<file path="src/rtl/tetris_pkg.sv">
// rtl/tetris_pkg.sv - shared game states, playfield constants and drop-period helper
package tetris_pkg;

   localparam int         ROWS      = 20;
   localparam int         COLS      = 10;
   localparam logic [4:0] SQUARE_ID = 5'd1;

   typedef enum logic [2:0] {
      INIT     = 3'd0,
      SPAWN    = 3'd1,
      FALLING  = 3'd2,
      ROTATE   = 3'd3,
      STUCK    = 3'd4,
      LANDED   = 3'd5,
      EVAL     = 3'd6,
      GAMEOVER = 3'd7
   } game_state_t;

   // Gravity gets faster every ten cleared lines, saturating at level 7 and a period of 2.
   function automatic logic [31:0] speed_period(input logic [31:0] base, input logic [7:0] lines);
      logic [2:0]  level;
      logic [31:0] p;
      level = (lines >= 8'd70) ? 3'd7 : 3'(lines / 8'd10);
      p     = base >> level;
      return (p < 32'd2) ? 32'd2 : p;
   endfunction

endpackage

</file>
<file path="src/rtl/drop_timer.sv">
// rtl/drop_timer.sv - gravity counter producing a one-cycle tick every period cycles
module drop_timer (
   input  logic        clk,
   input  logic        rst,
   input  logic        clr,
   input  logic        en,
   input  logic [31:0] period,
   output logic        tick
);

   logic [31:0] count;

   // Tick is gated by en so a paused counter sitting on its last value stays quiet.
   assign tick = en && (count == period - 32'd1);

   // Count while enabled, wrap on the tick, clear on request.
   always_ff @(posedge clk) begin
      if (rst || clr)
         count <= '0;
      else if (en)
         count <= tick ? '0 : count + 32'd1;
   end

endmodule

</file>
<file path="src/rtl/game_sequencer.sv">
// rtl/game_sequencer.sv - falling-block game sequencer; GAME_SPEEDUP_EN enables level-based gravity
module game_sequencer
   import tetris_pkg::*;
#(
   parameter int unsigned DROP_PERIOD = 25000000
) (
   input  logic             clk,
   input  logic             rst,
   input  logic             start_i,
   input  logic             collision_bottom,
   input  logic             rotate_pulse,
   input  logic [4:0]       current_block_type,
   input  logic [19:0][9:0] stored_array,
   output logic [2:0]       current_state,
   output logic             drop_tick,
   output logic             spawn_o,
   output logic             lock_o,
   output logic             clear_valid_o,
   output logic [4:0]       clear_row_o,
   output logic             eval_complete,
   output logic [7:0]       lines_cleared,
   output logic             gameover_o
);

   game_state_t state;
   logic [4:0]  row_ptr;
   logic        clr_wait;
   logic [31:0] period;
   logic        row_full;

   assign row_full      = &stored_array[row_ptr];
   assign current_state = state;
   assign spawn_o       = (state == SPAWN);
   assign lock_o        = (state == LANDED);
   assign gameover_o    = (state == GAMEOVER);

`ifdef GAME_SPEEDUP_EN
   // Latch the level-adjusted period once per piece so a piece never changes speed mid-fall.
   always_ff @(posedge clk) begin
      if (rst)
         period <= 32'(DROP_PERIOD);
      else if (state == SPAWN)
         period <= speed_period(32'(DROP_PERIOD), lines_cleared);
   end
`else
   assign period = 32'(DROP_PERIOD);
`endif

   drop_timer u_drop_timer (
      .clk    (clk),
      .rst    (rst),
      .clr    (state == SPAWN),
      .en     (state == FALLING),
      .period (period),
      .tick   (drop_tick)
   );

   // Game flow plus the bottom-up line scan; a clear spends one extra cycle so the
   // playfield can shift before the same row is looked at again.
   always_ff @(posedge clk) begin
      if (rst) begin
         state         <= INIT;
         row_ptr       <= '0;
         clr_wait      <= 1'b0;
         clear_valid_o <= 1'b0;
         clear_row_o   <= '0;
         eval_complete <= 1'b0;
         lines_cleared <= '0;
      end else begin
         clear_valid_o <= 1'b0;
         eval_complete <= 1'b0;
         case (state)
            INIT:     if (start_i) state <= SPAWN;
            SPAWN:    state <= FALLING;
            FALLING: begin
               if (collision_bottom)
                  state <= STUCK;
               else if (rotate_pulse && current_block_type != SQUARE_ID)
                  state <= ROTATE;
            end
            ROTATE:   state <= FALLING;
            STUCK:    state <= (|stored_array[0]) ? GAMEOVER : LANDED;
            LANDED: begin
               state    <= EVAL;
               row_ptr  <= 5'(ROWS - 1);
               clr_wait <= 1'b0;
            end
            EVAL: begin
               if (clr_wait) begin
                  clr_wait <= 1'b0;
               end else if (row_full) begin
                  clear_valid_o <= 1'b1;
                  clear_row_o   <= row_ptr;
                  lines_cleared <= lines_cleared + 8'd1;
                  clr_wait      <= 1'b1;
               end else if (row_ptr != 5'd0) begin
                  row_ptr <= row_ptr - 5'd1;
               end else begin
                  eval_complete <= 1'b1;
                  state         <= SPAWN;
               end
            end
            GAMEOVER: state <= GAMEOVER;
            default:  state <= INIT;
         endcase
      end
   end

endmodule

</file>
<file path="config.mk">
export PLATFORM = sky130hd
export DESIGN_NAME = game_sequencer
export DESIGN_NICKNAME = d
export VERILOG_FILES = /design/src/rtl/tetris_pkg.sv /design/src/rtl/drop_timer.sv /design/src/rtl/game_sequencer.sv
export SDC_FILE = /design/constraint.sdc
export NUM_CORES = 1
export LEC_CHECK = 0
export BUFFER_PORTS_ARGS = -buffer_cell sky130_fd_sc_hd__buf_2
export CAP_MARGIN = 30
export CORE_MARGIN = 2
export CORE_UTILIZATION = 46
export DETAILED_ROUTE_END_ITERATION = 12
export PLACE_DENSITY = 0.83
export SETUP_SLACK_MARGIN = 0.2
export SLEW_MARGIN = 15
export SYNTH_ARGS = -nofsm -noshare
export SYNTH_HDL_FRONTEND = slang
export SYNTH_SLANG_ARGS = --single-unit
</file>
<file path="constraint.sdc">
create_clock -name clk -period 2.95 [get_ports clk]
set_input_delay 0.4425 -clock clk [delete_from_list [all_inputs] [get_ports clk]]
set_output_delay 0.4425 -clock clk [all_outputs]
set_load 0.05 [all_outputs]
</file>
==> run metrics <==
Die H 99.9 um; Slew Limit Fails 0; initial antenna violation count 1; outcome finished, final reports clean; CTS H-tree lvls 2; Max Clk Rate 356 MHz; Pwr Density 313 nW/um2; grt ovf 0; wire per inst 17.8 um; Vias/cell 5.77; grt peak-use layer met2; syn nets 717; Ports 232; All-Layer GR Usage 30.6%; CTS tree built; worst-case hold slack 0.414 ns; largest net degree at the start of global routing 37; number of global-route vias before repair 4831; CTS Buf Count 5; grt met3 use 6.41%; slew margin rel. 57.6%; FF-to-FF End lines_cleared[3]; slowest stage delay, CP 0.59 ns; RD Place Congestion 0.930; Root Driver clkbuf_8; nets@finish 957; critical-path cell list inv_6 > mux4_2 > o31ai_4 > o21ai_1 > or3_4 > nor4_4 > buf_6 > nand4_1 > mux2_4; Skew-Pair Late Insertion Delay 0.31 ns; Synth Instances 503; endpoints failing setup 0; HPWL after detailed placement 12.4 mm; critical path startpoint row_ptr[1]; Worst Path Buf+Inv 2; CTS Buffer Depth 2; leakage dissipation 2.55 nW; Reg clk slew, reported paths 0.10 ns; final hold viol count 0; Hold Crit Class input pin to flip-flop; CTS Sinks 56; first-pass GRT wire length 24.0 mm; DRC violations left 0; setup total negative slack 0 ns; FF-to-FF setup slack 0.14 ns; crit path DAT 3.01 ns; Die W 99.9 um; WS Path Type flip-flop to flip-flop; CP top delay family multiplexers; ANT nets after route 0; proportion of synthesized chip area in sequential cells 26.5%; synthesized cell area 4230 um2; layout overhead on the synthesized area 36.9%; port bufs 231; flops & latches, synth 56; Yosys warnings 0; Worst EP required 3.16 ns; die area 9970 um2; Tmin final 2.81 ns; antenna cells 0; fin crit share 95.2%; CTS Hold Bufs 0; commonest non-fill, non-tap cell in the layout buf_2; Rows 34; critical path's slowest cell mux4_2; main flop type after synthesis dfxtp_1; Critical Path End lines_cleared[3]; Netlist cell types 66; TritonRoute pass-1 iters 5; GR Layer Usage met1 40.0%; Vias 4916; RSZ-0062 raised after global routing yes; r2r worst-path depth 9; Initial Utilization 48.0%; R2R Path Start row_ptr[1]; Post-synth ARST share 0%; most frequent cells in the layout 230 x buf_2, 69 x nand2_1, 64 x nor2_1; number of cells on the critical path 9; Critical Path Start Type flip-flop; Crit Path Max Fanout 10; CP endpoint kind flip-flop; number of flops mapped to enable cells by yosys 0; fillers 761; met2 usage 50.5%; Power, Total 1.81 mW; Slew @ Worst Pin 0.636 ns; Routed WL 15.2 mm; syn avg cell area 8.40 um2; drt initial violations 210; maxcap violations 0; Core Region 8810 um2; Max VDD drop 204 uV; layout cells sized above 1 42.5%; clk_skew 0.00371 ns
[state kept, by name, summed over array words and instances (netlist names)]
register            count
lines_cleared           8
current_state           3
u_drop_timer.count     32
row_ptr                 5
eval_complete           1
clear_valid_o           1
clear_row_o             5
clr_wait                1
[cell families after synthesis]
logic type	after synthesis	synth area share (%)
AND/OR/NAND/NOR	255	30.1
AO/OA/AOI/OAI	76	13.2
flip-flops	56	26.5
multiplexers	45	17.0
buffers and inverters	36	5.65
XOR/XNOR	31	6.42
adder cells (fa/ha/maj)	4	1.18
[worst register-to-register path: cells and delay by family, from the launching register on]
family	cells	cell delay (ns)
mux	2	0.91
flops	1	0.40
simple gates	3	0.70
compound gates	2	0.38
buf+inv	2	0.30
[per-layer routing]
| metal | share of wire, % | routed length [um] |
|---|---|---|
| met5 | 0.086 | 13 |
| met4 | 3.3 | 495 |
| met2 | 46 | 7010 |
| met3 | 8.8 | 1330 |
| met1 | 42 | 6340 |
[what timing repair did]
item,4_1_cts,5_1_grt
gates cloned,1,0
setup buffers,5,5
resized for setup,12,10
pin swaps,1,2
endpoints found under the setup margin,14,25
[worst min path at each step]
stage,startpoint,to,slack (ns),cells after the start
6_report,collision_bottom,current_state[2],0.41,3
5_1_grt,collision_bottom,current_state[2],0.42,3
4_1_cts,collision_bottom,current_state[2],0.41,3
3_5_place_dp,clear_row_o[2],clear_row_o[2],0.49,2
3_3_place_gp,clear_row_o[2],clear_row_o[2],0.49,2
2_1_floorplan,clr_wait,clr_wait,0.47,2
[area by class of cell]
cell class | count | area, um2 | share of cell area, %
Multi-Input combinational cell | 411 | 2960 | 51.2
Timing Repair Buffer | 260 | 1410 | 24.3
Sequential cell | 56 | 1130 | 19.6
Tap cell | 108 | 135 | 2.34
Clock buffer | 5 | 68.8 | 1.19
Clock inverter | 3 | 42.5 | 0.735
Inverter | 9 | 38.8 | 0.670
[stage by stage]
| step | instances | setup slack [ns] | utilization, % | cell area (um2) |
|---|---|---|---|---|
| final | 852 | 0.142 | 65.7 | 5790 |
| after global routing | 852 | 0.0353 | 65.7 | 5790 |
| after CTS | 847 | 0.184 | 64.8 | 5710 |
| after detailed placement | 833 | -0.0218 | 62.5 | 5500 |
| after global placement | 833 | 0.111 | 62.5 | 5500 |
| after floorplan | 503 | 0.280 | - | 4250 |
[synthesized netlist by cell type, drive strengths merged (5+ instances only)]
library cell  count  area [um2]
mux2              8        90.1
o22ai             5        31.3
or2               5        31.3
nand2            69         259
nand4            12        75.1
nor2             64         240
inv               9        38.8
a311oi            6        52.6
o21ai            16        87.6
buf              16         159
nand3            35         175
and3             11        68.8
xor2             22         193
and2              7        43.8
clkbuf           11        41.3
xnor2             9        78.8
mux2i            18         180
mux4             19         447
nor4              9        71.3
nor2b            14        87.6
or3               8        60.1
nor3b             5        42.5
a21oi            12        60.1
dfxtp            56        1120
[report_power, final]
group	switching (mW)	internal, mW
Combinational	0.272	0.240
Sequential	0.0237	0.769
Clock	0.251	0.251
Power figures use the tool's default switching activity.
